## config.mk

```make
export PLATFORM = sky130hd
export DESIGN_NAME = radio_timing_sequencer_flat
export DESIGN_NICKNAME = d
export VERILOG_FILES = /design/src/rtl/radio_timing_sequencer_if.sv /design/src/rtl/radio_timing_sequencer.sv /design/src/flat_wrapper.sv
export SDC_FILE = /design/constraint.sdc
export NUM_CORES = 1
export LEC_CHECK = 0
export CAP_MARGIN = 20
export CELL_PAD_IN_SITES_DETAIL_PLACEMENT = 1
export CELL_PAD_IN_SITES_GLOBAL_PLACEMENT = 2
export CORE_ASPECT_RATIO = 1.5
export CORE_UTILIZATION = 29
export CTS_CLUSTER_DIAMETER = 100
export DETAILED_ROUTE_END_ITERATION = 8
export GPL_TIMING_DRIVEN = 0
export PLACE_DENSITY_LB_ADDON = 0.1
export SYNTH_ARGS = -nofsm -noshare
export SYNTH_HDL_FRONTEND = slang
export SYNTH_SLANG_ARGS = --single-unit
```

## constraint.sdc

```tcl
create_clock -name clk -period 2.5 [get_ports clk]
set_input_delay 0.75 -clock clk [delete_from_list [all_inputs] [get_ports clk]]
set_output_delay 0.75 -clock clk [all_outputs]
set_load 0.02 [all_outputs]
```

## src/rtl/radio_timing_sequencer_if.sv

```systemverilog
// radio_timing_sequencer_if: request/status bundle between a radio controller
// (master) and the radio timing sequencer (slave).
interface radio_timing_sequencer_if #(
   parameter int CNT_WIDTH = 8
);
   logic                 radioEnableUnsynced;
   logic                 radioRxEnUnsynced;
   logic                 pllSettled;
   logic [CNT_WIDTH-1:0] tArstFs;
   logic                 radioEnableSynced;
   logic                 radioRxEnSynced;
   logic                 pllEnable;
   logic                 radioEnable;
   logic                 radioRxEn;
   logic                 busy;
   logic                 pllError;

   modport master (
      output radioEnableUnsynced, radioRxEnUnsynced, pllSettled, tArstFs,
      input  radioEnableSynced, radioRxEnSynced, pllEnable, radioEnable,
             radioRxEn, busy, pllError
   );

   modport slave (
      input  radioEnableUnsynced, radioRxEnUnsynced, pllSettled, tArstFs,
      output radioEnableSynced, radioRxEnSynced, pllEnable, radioEnable,
             radioRxEn, busy, pllError
   );
endinterface

```

## src/rtl/radio_timing_sequencer.sv

```systemverilog
// radio_timing_sequencer: brings up the PLL, waits for lock plus a programmable
// settle time, then enables the radio datapath in the requested RX/TX mode.
// Optional feature: define RTS_PLL_TIMEOUT_EN to bound the PLL lock wait and
// report pllError; without it the lock wait is unbounded and pllError is 0.
module radio_timing_sequencer #(
   parameter int CNT_WIDTH   = 8,
   parameter int PLL_TIMEOUT = 255
) (
   input logic                     clk,
   input logic                     reset,
   radio_timing_sequencer_if.slave bus
);

   typedef enum logic [2:0] {
      IDLE      = 3'd0,
      PLL_WAIT  = 3'd1,
      ARST_WAIT = 3'd2,
      ACTIVE    = 3'd3,
      ERROR     = 3'd4
   } state_t;

   state_t               state;
   state_t               stateNext;
   logic                 enSync1;
   logic                 enSync2;
   logic                 rxSync1;
   logic                 rxSync2;
   logic [CNT_WIDTH-1:0] settleCnt;
   logic                 rxMode;
   logic                 pllEnableDec;
   logic                 radioEnableDec;
   logic                 radioRxEnDec;

   // Two-flop synchronizers for the enable and mode requests from the async domain
   always_ff @(posedge clk or posedge reset) begin
      if (reset) begin
         enSync1 <= 1'b0;
         enSync2 <= 1'b0;
         rxSync1 <= 1'b0;
         rxSync2 <= 1'b0;
      end else begin
         enSync1 <= bus.radioEnableUnsynced;
         enSync2 <= enSync1;
         rxSync1 <= bus.radioRxEnUnsynced;
         rxSync2 <= rxSync1;
      end
   end

   assign bus.radioEnableSynced = enSync2;
   assign bus.radioRxEnSynced   = rxSync2;

`ifdef RTS_PLL_TIMEOUT_EN
   localparam int TO_W = $clog2(PLL_TIMEOUT + 1);

   logic [TO_W-1:0] pllWaitCnt;
   logic            pllTimeoutHit;

   assign pllTimeoutHit = (pllWaitCnt == TO_W'(PLL_TIMEOUT - 1));

   // PLL_WAIT cycle counter; any other state clears it so each entry starts from zero
   always_ff @(posedge clk or posedge reset) begin
      if (reset) begin
         pllWaitCnt <= '0;
      end else if (state != PLL_WAIT) begin
         pllWaitCnt <= '0;
      end else if (!pllTimeoutHit) begin
         pllWaitCnt <= pllWaitCnt + TO_W'(1);
      end
   end
`endif

   // State register
   always_ff @(posedge clk or posedge reset) begin
      if (reset) begin
         state <= IDLE;
      end else begin
         state <= stateNext;
      end
   end

   // Next-state logic; a dropped enable request overrides every other transition
   always_comb begin
      stateNext = state;
      case (state)
         IDLE: begin
            if (enSync2) stateNext = PLL_WAIT;
         end
         PLL_WAIT: begin
            if (!enSync2) begin
               stateNext = IDLE;
            end else if (bus.pllSettled) begin
               stateNext = (bus.tArstFs == '0) ? ACTIVE : ARST_WAIT;
            end
`ifdef RTS_PLL_TIMEOUT_EN
            else if (pllTimeoutHit) begin
               stateNext = ERROR;
            end
`endif
         end
         ARST_WAIT: begin
            if (!enSync2) begin
               stateNext = IDLE;
            end else if (!bus.pllSettled) begin
               stateNext = PLL_WAIT;
            end else if (settleCnt <= CNT_WIDTH'(1)) begin
               stateNext = ACTIVE;
            end
         end
         ACTIVE: begin
            if (!enSync2) begin
               stateNext = IDLE;
            end else if (!bus.pllSettled) begin
               stateNext = PLL_WAIT;
            end
         end
         ERROR: begin
            if (!enSync2) stateNext = IDLE;
         end
         default: stateNext = IDLE;
      endcase
   end

   // Settle counter: loaded on every lock, counts down in ARST_WAIT, stops at zero
   always_ff @(posedge clk or posedge reset) begin
      if (reset) begin
         settleCnt <= '0;
      end else if (state == PLL_WAIT && bus.pllSettled) begin
         settleCnt <= bus.tArstFs;
      end else if (state == ARST_WAIT && settleCnt != '0) begin
         settleCnt <= settleCnt - CNT_WIDTH'(1);
      end
   end

   // Mode register: captures RX/TX only when leaving IDLE, later changes are ignored
   always_ff @(posedge clk or posedge reset) begin
      if (reset) begin
         rxMode <= 1'b0;
      end else if (state == IDLE && enSync2) begin
         rxMode <= rxSync2;
      end
   end

   // Output decode from registered state only, so reset clears outputs immediately
   always_comb begin
      pllEnableDec   = 1'b0;
      radioEnableDec = 1'b0;
      radioRxEnDec   = 1'b0;
      case (state)
         PLL_WAIT, ARST_WAIT: begin
            pllEnableDec = 1'b1;
         end
         ACTIVE: begin
            pllEnableDec   = 1'b1;
            radioEnableDec = 1'b1;
            radioRxEnDec   = rxMode;
         end
         default: begin
            pllEnableDec = 1'b0;
         end
      endcase
   end

   assign bus.pllEnable   = pllEnableDec;
   assign bus.radioEnable = radioEnableDec;
   assign bus.radioRxEn   = radioRxEnDec;
   assign bus.busy        = (state != IDLE);

`ifdef RTS_PLL_TIMEOUT_EN
   assign bus.pllError = (state == ERROR);
`else
   assign bus.pllError = 1'b0;
`endif

endmodule
```

## src/flat_wrapper.sv

```systemverilog
// flat-port wrapper written by rule: the top's interface ports become plain ports
module radio_timing_sequencer_flat 
#(
   parameter int CNT_WIDTH   = 8,
   parameter int PLL_TIMEOUT = 255
)
  (clk, reset, bus_radioEnableUnsynced, bus_radioRxEnUnsynced, bus_pllSettled, bus_tArstFs, bus_radioEnableSynced, bus_radioRxEnSynced, bus_pllEnable, bus_radioEnable, bus_radioRxEn, bus_busy, bus_pllError);
  radio_timing_sequencer_if #(.CNT_WIDTH(CNT_WIDTH)) bus_i ();
  input logic clk;
  input logic reset;
  input wire logic [$bits(bus_i.radioEnableUnsynced)-1:0] bus_radioEnableUnsynced;
  input wire logic [$bits(bus_i.radioRxEnUnsynced)-1:0] bus_radioRxEnUnsynced;
  input wire logic [$bits(bus_i.pllSettled)-1:0] bus_pllSettled;
  input wire logic [$bits(bus_i.tArstFs)-1:0] bus_tArstFs;
  output wire logic [$bits(bus_i.radioEnableSynced)-1:0] bus_radioEnableSynced;
  output wire logic [$bits(bus_i.radioRxEnSynced)-1:0] bus_radioRxEnSynced;
  output wire logic [$bits(bus_i.pllEnable)-1:0] bus_pllEnable;
  output wire logic [$bits(bus_i.radioEnable)-1:0] bus_radioEnable;
  output wire logic [$bits(bus_i.radioRxEn)-1:0] bus_radioRxEn;
  output wire logic [$bits(bus_i.busy)-1:0] bus_busy;
  output wire logic [$bits(bus_i.pllError)-1:0] bus_pllError;
  assign bus_i.radioEnableUnsynced = bus_radioEnableUnsynced;
  assign bus_i.radioRxEnUnsynced = bus_radioRxEnUnsynced;
  assign bus_i.pllSettled = bus_pllSettled;
  assign bus_i.tArstFs = bus_tArstFs;
  assign bus_radioEnableSynced = bus_i.radioEnableSynced;
  assign bus_radioRxEnSynced = bus_i.radioRxEnSynced;
  assign bus_pllEnable = bus_i.pllEnable;
  assign bus_radioEnable = bus_i.radioEnable;
  assign bus_radioRxEn = bus_i.radioRxEn;
  assign bus_busy = bus_i.busy;
  assign bus_pllError = bus_i.pllError;
  radio_timing_sequencer #(.CNT_WIDTH(CNT_WIDTH), .PLL_TIMEOUT(PLL_TIMEOUT)) u_core (.clk(clk), .reset(reset), .bus(bus_i));
endmodule
```

==> impl_metrics.toml, run 1 <==
[outcome]
run_status = "finished clean"

[timing]
setup-tns-final_ps = 0
period_share_pct = 91.1
finClkSkew_ps = 4.12
period_needed_ps = 2280
achievable-frequency_ghz = 0.439
final_hold_viols = 0
timing.slew.headroom_pct = 58.5
final-setup-viol-count = 0
unrepaired_setup_endpoints_after_global_routing = "no"
tightestPinTransition_ps = 622
maxSlewViolCount = 0

[logic_synthesis]
mappedNetlistArea_um2 = 805
postSynth.topFlopCell = "dfrtp_1"
syn-mean-instance-area_um2 = 10.3
count_of_flip_flops_with_a_built_in_enable_after_synthesis = 0
synthArstFlopShare_pct = 100
yosysWarningCount = 0
synthesized_flop_and_latch_total = 15
synth_top_area_share_pct = 46.7
synthDominantAreaCellType = "dfrtp_1"
ys_seq_area_share_pct = 46.7
ys_top_cells_by_count = "dfrtp_1, nand2_1, inv_1"
synth_fp_nets = 94
postSynthCellCount = 78
synthDistinctLibCells = 37
post-synth-top-count-cell = "dfrtp_1"
synth.area.top_cells = "dfrtp_1, ha_1, nand2_1"

[floorplanning]
std_cell_rows = 23
initial_core_util_pct = 30.4
chipWidth_um = 45.0
floorplan.die_area_mm2 = 0.00299
core-area_mm2 = 0.00265
floorplan.die.height_um = 66.5
io-pin-count = 20

[worst_setup_path]
cp-end-kind = "output port"
element_type_at_the_critical_path_start = "register"
kind_of_critical_path = "register to output port"
critPathSlowestCell = "clkdlybuf4s50_1"
stage_delay_of_the_slowest_cell_on_the_critical_path_ps = 540
timing.critical_path.arrival_ps = 1530
worst-path-max-fanout = 7
worstPathCellList = "nor2_1 > inv_1 > clkdlybuf4s50_1"
critPathRequiredTime_ps = 1750

[clock_tree]
number_of_post_cts_setup_repair_buffers = 0
clock-sinks = 15
post_cts_repair_resize_count = 0
clk_transition_reported_paths_ps = 70
cts_buffers = 3
clock_tree.htree_level_count = 1
postCtsHoldBufs = 0
cts.path.max_buffers = 2
clock-root-buffer = "clkbuf_8"
clkLatencyLatePin_ps = 250
cts_tree = "done"

[power]
cellLeakagePower_nw = 0.468
pwr_density_cell_mw_per_mm2 = 662
vdd_drop_max_mv = 0.317
finalPower_w = 0.000713

[global_routing]
global_route.usage.total_pct = 16.5
antenna_found_initial = 0
vias_in_the_first_global_route = 728
pin_count_of_the_biggest_net_entering_global_routing = 16
grt_remaining_overflow = 0
wire_length_of_the_first_global_routing_pass_um = 3460

[cells_and_area]
antenna_cells_inserted = 0
fillCellCount = 317
area_growth_syn_to_layout_pct = 33.9
post_route_cells_drive_above_1_share_pct = 11.0
finish.net_count = 117
finish.cell_count_without_fillers = 137

[route]
route.vias.total = 679
postRouteWirelength_um = 2070
detailedRoute.firstPassIterationCount = 4
routed_via_density = 4.96
post-route-drc-count = 0
detail_route.wl_per_cell_um = 15.1
ant_nets = 0
drt_first_iter_violations = 14

[placement]
dp.final_hpwl_um = 1570
gp_congestion = 0.759
buffer_ports.inserted = 18
placed_cells = 133

[flow_run]
cap_viol_max_count = 0

[min_path]
hold_path_class = "register to register"
[stage by stage]
stage / setup slack [ps] / hold WS [ps] / cell area, um2 / util, %
CTS: 208 / 365 / 1080 / 40.7
detailed placement: 293 / 349 / 1030 / 38.9
floorplan: 501 / 331 / 805 / -
global route: 107 / 378 / 1080 / 40.7
finish: 222 / 360 / 1080 / 40.7
global placement: 319 / 337 / 1030 / 38.9
[per-layer routing]
metal / vias up / wire length, um / track usage (%)
li1: 329 / - / -
met1: 324 / 807 / 19.0
met2: 21 / 1130 / 29.0
met3: 5 / 91 / 2.71
met4: 0 / 41 / 6.82
met5: - / 0 / 0
[registers in the layout (all words and copies together) (netlist names)]
name / flops
u_core.rxSync1: 1
u_core.enSync1: 1
u_core.state: 2
u_core.bus.radioRxEnSynced: 1
u_core.settleCnt: 8
u_core.rxMode: 1
u_core.bus.radioEnableSynced: 1
[critical path: cells and delay by family, from the launching register on]
family | cells | cell delay [ps]
flip-flops | 1 | 450
buffers and inverters | 2 | 610
AND/OR/NAND/NOR | 1 | 220
[logic make-up (layout without fill, tap and decap cells)]
kind of cell	after synthesis	in the layout	share of synthesized area, %
fa+ha+maj	3	3	4.67
other cells	1	1	0.466
compound gates	16	16	16.2
mux	4	4	5.29
xor+xnor	1	1	1.09
buf+inv	8	30	4.35
flops	15	15	46.7
simple gates	30	30	21.3
[path summary, 6_finish.rpt]
| kind | startpoint | depth (start not counted) | endpoint | slack, ps |
|---|---|---|---|---|
| max | u_core.state[0] | 3 | bus_busy | 220 |
| min | u_core.enSync1 | 0 | u_core.bus.radioEnableSynced | 360 |
| max reg2reg | u_core.settleCnt[0] | 6 | u_core.settleCnt[6] | 340 |
| min reg2reg | u_core.enSync1 | 0 | u_core.bus.radioEnableSynced | 360 |
| max in group asynchronous | reset | 2 | u_core.settleCnt[7] | 1230 |
| min in group asynchronous | reset | 2 | u_core.state[0] | 870 |
[cells in the final DEF, fill, tap and decap left out, types with 2 or more instances in the layout]
cell type,count
dfrtp_1,15
clkdlybuf4s50_1,18
clkbuf_8,3
nand2_1,7
mux2_2,2
nor2_1,4
nor4_1,3
and3_1,2
nand3_1,3
a221o_1,2
ha_1,3
o211ai_1,3
mux2i_1,2
nor3b_1,2
inv_1,6
[report_power, final]
part	switching, W	leakage (nW)	internal [W]
registers	0.0000473	0.181	0.000282
logic	0.0000884	0.261	0.0000877
clock network	0.0000968	0.0255	0.000111
total	0.000232	0.468	0.000480
[area by class of cell]
class                      count  area (um2)  share of cell area (%)
clock inverter                 1        5.00                   0.465
timing repair buffer          18         180                    16.7
clock buffer                   3        41.3                    3.83
inverter                       6        22.5                    2.09
tap                           37        46.3                    4.30
sequential                    15         375                    34.8
buffer                         2        12.5                    1.16
multi-input combinational     55         394                    36.6
(Power assumes the default switching activity.)
==> run 2: changes to the inputs <==
Settings changed: SLEW_MARGIN set to 40.
==> results of run 2 <==
The final DEF is identical to that of run 1; final timing and power are the same.
==> patch (flow settings as in run 2) <==
Add a define of `RTS_PLL_TIMEOUT_EN`.
--- a/src/rtl/radio_timing_sequencer.sv
+++ b/src/rtl/radio_timing_sequencer.sv
@@ -3,4 +3,6 @@
 // Optional feature: define RTS_PLL_TIMEOUT_EN to bound the PLL lock wait and
 // report pllError; without it the lock wait is unbounded and pllError is 0.
+`define RTS_PLL_TIMEOUT_EN
+
 module radio_timing_sequencer #(
    parameter int CNT_WIDTH   = 8,
Function: same outputs for any inputs over 10 cycles, from zero or initial values and one cycle with reset high; that may be too few to reach the edited logic, so the function may still have changed.
==> patch against run 2 <==
  * The run now ends with design-rule violations left
  * Synthesized area grew 68%
  * Sequential cell count rose by 9
  * Wire length up 61%
  * Final area up 55%
  * Worst setup slack lost 0.12 ns
  * Largest cell class unchanged
  * Combinational power is 60% higher
  * Total power grew 54%
  * Highest routed layer unchanged
==> patch: results <==
[worst_setup_path]
arrival_ns = 1.65
reg2regPathDepth = 7
worstPathMaxFanout = 10
slowest_delay_ns = 0.60

[placed_design]
dp.cells = 203
io_buffer_count = 19
place_area_mm2 = 0.00160
place_congestion = 0.753
dpl.hpwl_mm = 2.61

[synth]
synth.area.top_cells = dfrtp_1 (44%), nor2_1 (4.7%), ha_1 (4.6%)
synth-seq-area-share_pct = 44.4
syn_nets = 154
yosysUniqueCellTypes = 46
synthCells = 136
synthTopCellsByCount = dfrtp_1 (24), nor2_1 (17), nand2_1 (10)

[clock_tree]
cts_max_level = 1
clk_pin_slew_ns = 0.09
clock_latency_ns = 0.27

[power]
sw_frac_of_total_pct = 33.5
peakVddDrop_uv = 181
power_leakage_nw = 0.691

[status]
status = finished, violations left
violations = design-rule violations

[global_route]
grt_pass1_wl_mm = 5.81
first_global_vias = 1238
grt_use_total_pct = 15.4
grt_max_degree = 25

[layout]
fill_cells = 524
nets = 178
fin_cells = 207
top_regs = u_core.pllWaitCnt (8), u_core.settleCnt (8), u_core.state (3)
num_antenna_cells = 0
fin_area_mm2 = 0.00167
drive_gt1_share_pct = 11.9

[detailed_routing]
routed-via-count = 1075
dr.pass1.iters = 5
wl_mm = 3.34
drt_iter0_markers = 18
drcViolationCount = 1

[sta]
skew_ns = 0.00228
max-slew-margin-rel_pct = 64.6
-- patch: metrics by stage --
step / total power [mW] / worst slack, ns / hold WS, ns
after CTS: 1.11 / 0.0463 / 0.364
after global placement: 0.825 / 0.0817 / 0.338
after floorplan: 0.727 / 0.253 / 0.331
after global routing: 1.17 / 0.00838 / 0.367
final: 1.09 / 0.0980 / 0.360
after detailed placement: 0.836 / 0.0554 / 0.339
-- patch: cells by family after synthesis --
logic type,Yosys count,synth area share (%)
XOR/XNOR,6,3.88
multiplexers,4,3.05
AO/OA/AOI/OAI,24,11.0
AND/OR/NAND/NOR,64,29.9
flip-flops,24,44.4
buffers and inverters,9,3.23
adder cells (fa/ha/maj),5,4.62
-- patch: power groups by stage --
| stage | clock (mW) | sequential [mW] | combinational (mW) |
|---|---|---|---|
| after CTS | 0.284 | 0.540 | 0.290 |
| after floorplan | 0 | 0.530 | 0.197 |
| after global routing | 0.297 | 0.552 | 0.325 |
| after detailed placement | 0 | 0.547 | 0.289 |
| final | 0.271 | 0.541 | 0.282 |
| after global placement | 0 | 0.546 | 0.279 |
-- patch: worst register-to-register path, delay by kind of cell (launching register included) --
| kind | cells | cell delay (ns) |
|---|---|---|
| AO/OA/AOI/OAI | 1 | 0.25 |
| adder cells (fa/ha/maj) | 1 | 0.19 |
| buffers and inverters | 1 | 0.13 |
| flip-flops | 1 | 0.44 |
| AND/OR/NAND/NOR | 4 | 0.69 |
-- patch: path summary, 6_finish.rpt --
kind | from | endpoint | slack, ns
min in group asynchronous | reset | u_core.rxMode | 0.83
max in group asynchronous | reset | u_core.state[0] | 1.29
worst min register to register | u_core.enSync1 | u_core.bus.radioEnableSynced | 0.36
worst max register to register | u_core.settleCnt[1] | u_core.settleCnt[0] | 0.70
worst max-delay path | u_core.state[1] | bus_pllEnable | 0.1
worst min-delay path | u_core.enSync1 | u_core.bus.radioEnableSynced | 0.36
-- patch: area by class of cell --
cell class / count / share of cell area, %
Inverter: 5 / 1.13
Timing Repair Buffer: 19 / 11.1
Multi-Input combinational cell: 103 / 43.1
Clock buffer: 4 / 3.31
Tap cell: 48 / 3.61
Buffer: 4 / 1.65
Sequential cell: 24 / 36.1
-- patch: what timing repair did --
item,CTS,global route
pin swaps,0,0
endpoints found under the setup margin,5,1
gates resized for setup,7,1
-- patch: layer usage --
metal / track usage, % / part of all wire [%] / wire [µm] / vias to the layer above
met4: 6.28 / 2.1 / 71 / 0
li1: - / - / - / 528
met3: 2.11 / 2.3 / 76 / 7
met2: 30.0 / 56 / 1880 / 14
met1: 16.1 / 39 / 1320 / 526
met5: 0 / 0 / 0 / -
